`src/rtl/mips_io_pkg.sv`:
```
// Shared address-map constants for the MIPS data-bus responder.
package mips_io_pkg;
  localparam logic [15:0] IO_BASE_HI  = 16'hFFFF;
  localparam logic [15:0] RAM_BASE_HI = 16'h0000;

  localparam logic [7:0] LED_OFS   = 8'h00;
  localparam logic [7:0] COUNT_OFS = 8'h04;
  localparam logic [7:0] CMP_OFS   = 8'h08;
  localparam logic [7:0] STAT_OFS  = 8'h0C;
  localparam logic [7:0] SW_OFS    = 8'h10;

  localparam int STAT_MATCH_BIT = 0;
  localparam int STAT_EN_BIT    = 1;
endpackage

```
`src/rtl/mips_dbus_resp_io_timer.sv`:
```
// Timer block: prescaler, free-running COUNT, COMPARE and sticky match STATUS.
module io_timer
  import mips_io_pkg::*;
#(
  parameter int PRESCALE = 1
) (
  input  logic        clk,
  input  logic        reset,
  input  logic        count_we,
  input  logic [31:0] count_wdata,
  input  logic        cmp_we,
  input  logic [31:0] cmp_wdata,
  input  logic        stat_we,
  input  logic [1:0]  stat_wdata,
  output logic [31:0] count_rdata,
  output logic [31:0] cmp_rdata,
  output logic [31:0] stat_rdata,
  output logic        timer_match
);
  localparam int PS_W = (PRESCALE > 1) ? $clog2(PRESCALE) : 1;
  localparam logic [PS_W-1:0] PS_LAST = PS_W'(PRESCALE - 1);

  logic [PS_W-1:0] ps_q, ps_d;
  logic [31:0]     count_q, count_d, count_inc;
  logic [31:0]     cmp_q, cmp_d;
  logic            en_q, en_d;
  logic            match_q, match_d;
  logic            tick, match_set;

  always_comb begin
    tick      = en_q && (ps_q == PS_LAST);
    count_inc = count_q + 32'd1;
    match_set = tick && (count_inc == cmp_q);

    ps_d = ps_q;
    if (en_q) ps_d = tick ? '0 : ps_q + PS_W'(1);

    // A CPU load wins over the tick increment; the prescaler is left alone.
    count_d = count_q;
    if (count_we)  count_d = count_wdata;
    else if (tick) count_d = count_inc;

    cmp_d = cmp_we ? cmp_wdata : cmp_q;
    en_d  = stat_we ? stat_wdata[STAT_EN_BIT] : en_q;

    // Set has priority over write-1-to-clear in the same cycle.
    match_d = match_q;
    if (stat_we && stat_wdata[STAT_MATCH_BIT]) match_d = 1'b0;
    if (match_set) match_d = 1'b1;
  end

  always_ff @(posedge clk) begin
    if (reset) begin
      ps_q    <= '0;
      count_q <= '0;
      cmp_q   <= 32'hFFFF_FFFF;
      en_q    <= 1'b0;
      match_q <= 1'b0;
    end else begin
      ps_q    <= ps_d;
      count_q <= count_d;
      cmp_q   <= cmp_d;
      en_q    <= en_d;
      match_q <= match_d;
    end
  end

  assign count_rdata = count_q;
  assign cmp_rdata   = cmp_q;
  assign stat_rdata  = {30'd0, en_q, match_q};
  assign timer_match = match_q;
endmodule

```
`src/rtl/mips_dbus_resp.sv`:
```
// Memory-side data-bus responder: word RAM plus LED, timer and switch I/O.
module mips_dbus_resp
  import mips_io_pkg::*;
#(
  parameter int RAM_WORDS = 64,
  parameter int PRESCALE  = 1,
  parameter int LED_W     = 8,
  parameter int SW_W      = 8
) (
  input  logic             clk,
  input  logic             reset,
  input  logic             memwrite,
  input  logic [31:0]      memaddr,
  input  logic [31:0]      memwritedata,
  output logic [31:0]      memreaddata,
  input  logic [SW_W-1:0]  switches,
  output logic [LED_W-1:0] leds,
  output logic             timer_match
);
  localparam int AW = $clog2(RAM_WORDS);

  logic [31:0]      mem_q [RAM_WORDS];
  logic [LED_W-1:0] leds_q, leds_d;
  logic [SW_W-1:0]  sw_meta_q, sw_sync_q;

  logic          ram_sel, io_sel, ram_we;
  logic [AW-1:0] word_idx;
  logic [7:0]    io_ofs;
  logic          count_we, cmp_we, stat_we;
  logic [31:0]   count_rdata, cmp_rdata, stat_rdata;
  logic          unused_addr;

  assign ram_sel  = (memaddr[31:16] == RAM_BASE_HI);
  assign io_sel   = (memaddr[31:16] == IO_BASE_HI);
  assign word_idx = memaddr[AW+1:2];
  assign io_ofs   = memaddr[7:0];
  assign unused_addr = ^memaddr;

  assign ram_we   = memwrite && ram_sel;
  assign count_we = memwrite && io_sel && (io_ofs == COUNT_OFS);
  assign cmp_we   = memwrite && io_sel && (io_ofs == CMP_OFS);
  assign stat_we  = memwrite && io_sel && (io_ofs == STAT_OFS);

  always_comb begin
    leds_d = leds_q;
    if (memwrite && io_sel && (io_ofs == LED_OFS)) leds_d = memwritedata[LED_W-1:0];
  end

  // RAM has no reset; its contents survive a reset pulse.
  always_ff @(posedge clk) begin
    if (ram_we) mem_q[word_idx] <= memwritedata;
  end

  always_ff @(posedge clk) begin
    if (reset) begin
      leds_q    <= '0;
      sw_meta_q <= '0;
      sw_sync_q <= '0;
    end else begin
      leds_q    <= leds_d;
      sw_meta_q <= switches;
      sw_sync_q <= sw_meta_q;
    end
  end

  io_timer #(.PRESCALE(PRESCALE)) u_timer (
    .clk         (clk),
    .reset       (reset),
    .count_we    (count_we),
    .count_wdata (memwritedata),
    .cmp_we      (cmp_we),
    .cmp_wdata   (memwritedata),
    .stat_we     (stat_we),
    .stat_wdata  (memwritedata[1:0]),
    .count_rdata (count_rdata),
    .cmp_rdata   (cmp_rdata),
    .stat_rdata  (stat_rdata),
    .timer_match (timer_match)
  );

  always_comb begin
    memreaddata = 32'h0;
    if (ram_sel) begin
      memreaddata = mem_q[word_idx];
    end else if (io_sel) begin
      case (io_ofs)
        LED_OFS:   memreaddata = 32'(leds_q);
        COUNT_OFS: memreaddata = count_rdata;
        CMP_OFS:   memreaddata = cmp_rdata;
        STAT_OFS:  memreaddata = stat_rdata;
        SW_OFS:    memreaddata = 32'(sw_sync_q);
        default:   memreaddata = 32'h0;
      endcase
    end
  end

  assign leds = leds_q;
endmodule

```
`config.mk`:
```
export PLATFORM = sky130hd
export DESIGN_NAME = mips_dbus_resp
export DESIGN_NICKNAME = d
export VERILOG_FILES = /design/src/rtl/mips_io_pkg.sv /design/src/rtl/mips_dbus_resp_io_timer.sv /design/src/rtl/mips_dbus_resp.sv
export SDC_FILE = /design/constraint.sdc
export NUM_CORES = 2
export LEC_CHECK = 0
export ABC_AREA = 1
export CAP_MARGIN = 20
export CORE_MARGIN = 10
export CORE_UTILIZATION = 60
export CTS_CLUSTER_DIAMETER = 150
export CTS_CLUSTER_SIZE = 24
export DETAILED_ROUTE_END_ITERATION = 7
export PLACE_DENSITY_LB_ADDON = 0.1
export SKIP_LAST_GASP = 1
export SLEW_MARGIN = 25
export SYNTH_ARGS = -nofsm -noshare
export SYNTH_HDL_FRONTEND = slang
export SYNTH_SLANG_ARGS = --single-unit
```
`constraint.sdc`:
```
create_clock -name clk -period 8 [get_ports clk]
set_input_delay 1.6 -clock clk [delete_from_list [all_inputs] [get_ports clk]]
set_output_delay 1.6 -clock clk [all_outputs]
set_load 0.05 [all_outputs]
```
==> results.cfg <==
[run_status]
run_status = finished, final reports clean

[clocking]
clk_latency_ps = 780
cts_buffer_depth = 3
cts_max_level = 3
ctsResizeCount = 0
hold_buffers = 0
clkTransAtPathRegs_ps = 100
cts_buffers = 99
clock-sinks = 2139
cts_tree = built
ctsRootBufferMaster = clkbuf_16
post_cts_buffers = 0

[route]
ant_nets = 0
drt_iter0_drc = 7877
drc = 0
vias_per_cell = 6.41
routedWlPerCell_um = 29.6
vias = 54543
wl_um = 252000
drtPass1Iterations = 6

[synth]
ys.flop_type = edfxtp_1
synth-seq-cells = 2139
synth_simple_gate_area_share_pct = 14.5
syn_area_mm2 = 0.0837
synth_top_family_by_area = simple AND/OR/NAND/NOR gates
synthCells = 6502
synth.area.mux_share_pct = 0
synthXorXnorAreaFrac_pct = 0.0957
synth_compound_area_share_pct = 6.64
ys_seq_area_share_pct = 75.7
synth_edf_count = 2048
synth_warnings = 0
yosysUniqueCellTypes = 47
synthAdderAreaFrac_pct = 0.0150
syn_avg_cell_area_um2 = 12.9
async_reset_ff_share_pct = 0
syn-num-nets = 6578

[sta]
finalSetupViolCount = 0
finalSetupTns_ps = 0
fin_skew_ps = 45.0
worst_slack_ps = 893
finalHoldViolations = 0
min_period_over_period_pct = 88.8
min_period_ps = 7110
maxSlewHeadroom_pct = 31.3
max_freq_ghz = 0.141
slew_violations = 0
tightest_slew_ps = 1030
rsz0062_at_grt = false

[final_layout]
mostFrequentLayoutCell = edfxtp_1
final_nets = 6693
final_cell_mix = 2,048 x edfxtp_1, 1,977 x nand2_1, 356 x nand3_1, 259 x inv_1, 255 x nand4_1
drive_gt1_share_pct = 8.10
fin_area_mm2 = 0.0912
area_growth_pct = 9.03
fillCellCount = 9916

[hold_path]
min_path_type = reg -> reg
hold_start = sw_meta_q[5]$_SDFF_PP0_
holdPathEnd = sw_sync_q[5]$_SDFF_PP0_
hold_depth = 2

[critical_path]
crit_path_start = memaddr[2]
worst_r2r_path_depth = 13
endpoint_kind = primary output
rr_endpoint = u_timer.timer_match$_SDFFE_PP0P_
critical_path_required_ps = 6400
arrival_ps = 5510
cp_max_fo = 33
critPathKind = in -> out
critPathLaunchType = primary input
ff2ff_setup_slack_ps = 5110
r2r_start = u_timer.count_rdata[0]$_SDFFE_PP0P_

[placement]
place_area_mm2 = 0.0885
port_buffers = 107
gp_congestion = 0.952
hpwl_um = 146000
place_ws_ps = 725

[global_routing]
grt_max_degree = 95
grt_pass1_wl_um = 361000
antenna_found_initial = 13
gr-total-overflow = 0
grt_pass1_vias = 50920
track_usage_pct = 31.8

[power_and_ir_drop]
leakagePower_uw = 0.0302
power-per-cell-area_mw_per_mm2 = 209
peakVddDrop_mv = 0.187
power.total_uw = 19000

[floorplanning]
fp.dieW_um = 393
top_level_ports = 116
die-area_mm2 = 0.155
die_h_um = 393
rows = 136
coreArea_mm2 = 0.138
initial_utilization_pct = 60.6

[run]
drv_cap = 0
[through the flow]
step | utilization [%] | instances | hold WS [ps]
3_3_place_gp | 64.1 | 8378 | 395
6_report | 66.1 | 8505 | 407
3_5_place_dp | 64.1 | 8378 | 400
2_1_floorplan | - | 6502 | 388
4_1_cts | 66.1 | 8502 | 409
5_1_grt | 66.1 | 8503 | 424
[flip-flops by register name, indices dropped and copies added, names as in the netlist]
signal               count
u_timer.en_q             1
u_timer.cmp_rdata       32
sw_sync_q                8
mem_q                 2048
sw_meta_q                8
u_timer.timer_match      1
u_timer.count_rdata     32
leds                     8
u_timer.ps_q             1
[cell usage after synthesis (all sizes together) (12+ instances only)]
master	count	area [um2]
nand3	358	1790
nand2	1981	7450
a211oi	12	90.1
nor2	280	1100
buf	213	1000
a41oi	27	236
a21oi	142	714
nand4	255	1600
clkbuf	143	537
o21ai	153	766
o22ai	51	319
a31oi	17	106
o2111ai	47	412
and3	14	87.6
edfxtp	2048	61500
o221ai	28	251
a22oi	224	1680
inv	268	1010
dfxtp	91	1820
o211ai	76	571
a221oi	25	219
[kinds of logic after synthesis]
family,after synthesis
AOI/OAI and AO/OA,824
buffers and inverters,625
and+or+nand+nor,2907
DFF,2139
xor gates and xnor gates,6
adders and majority gates,1
[critical path, stage by stage]
cell and delay (ps):
buf_4 340, inv_1 350, nor2_4 750, buf_12 280
buf_12 230, nand2_1 80, nand2_1 70, o21ai_0 90
a41oi_1 300, o21ai_0 410, nand3b_1 420, nand2_1 110
nand2_1 200, buf_12 170
[worst max path at each step]
stage / cells after the start / slack [ps] / end
CTS: 12 / 710 / memreaddata[22]
global route: 14 / 900 / memreaddata[10]
floorplan: 11 / 3030 / memreaddata[23]
finish: 14 / 890 / memreaddata[21]
global placement: 13 / 800 / memreaddata[22]
detailed placement: 12 / 720 / memreaddata[22]
[power by group]
group	leakage, uW	switching, uW	internal [uW]	total, uW
sequential	0.0191	1.03	12200	12200
clock	0.00130	3330	2290	5620
combinational	0.00980	898	280	1180
[area by class of cell]
class	instances	area, um2	area share [%]
multi-input cells	3738	18300	20.1
clock inverters	6	92.6	0.102
flip-flops and latches	2139	63300	69.4
clock buffers	118	2570	2.82
well taps	1863	2330	2.56
diodes	2	5.00	0.00549
inverters	269	1030	1.13
repair buffers	370	3530	3.87
[metal layers]
layer / wire, um / track usage, % / vias to the layer above / part of all wire (%)
met3: 28300 / 5.88 / 491 / 11
met1: 97100 / 45.1 / 27072 / 39
met5: 72 / 0 / - / 0.029
li1: - / - / 23698 / -
met2: 114000 / 48.5 / 3270 / 45
met4: 12500 / 13.4 / 12 / 5.0
(Power assumes the default switching activity.)
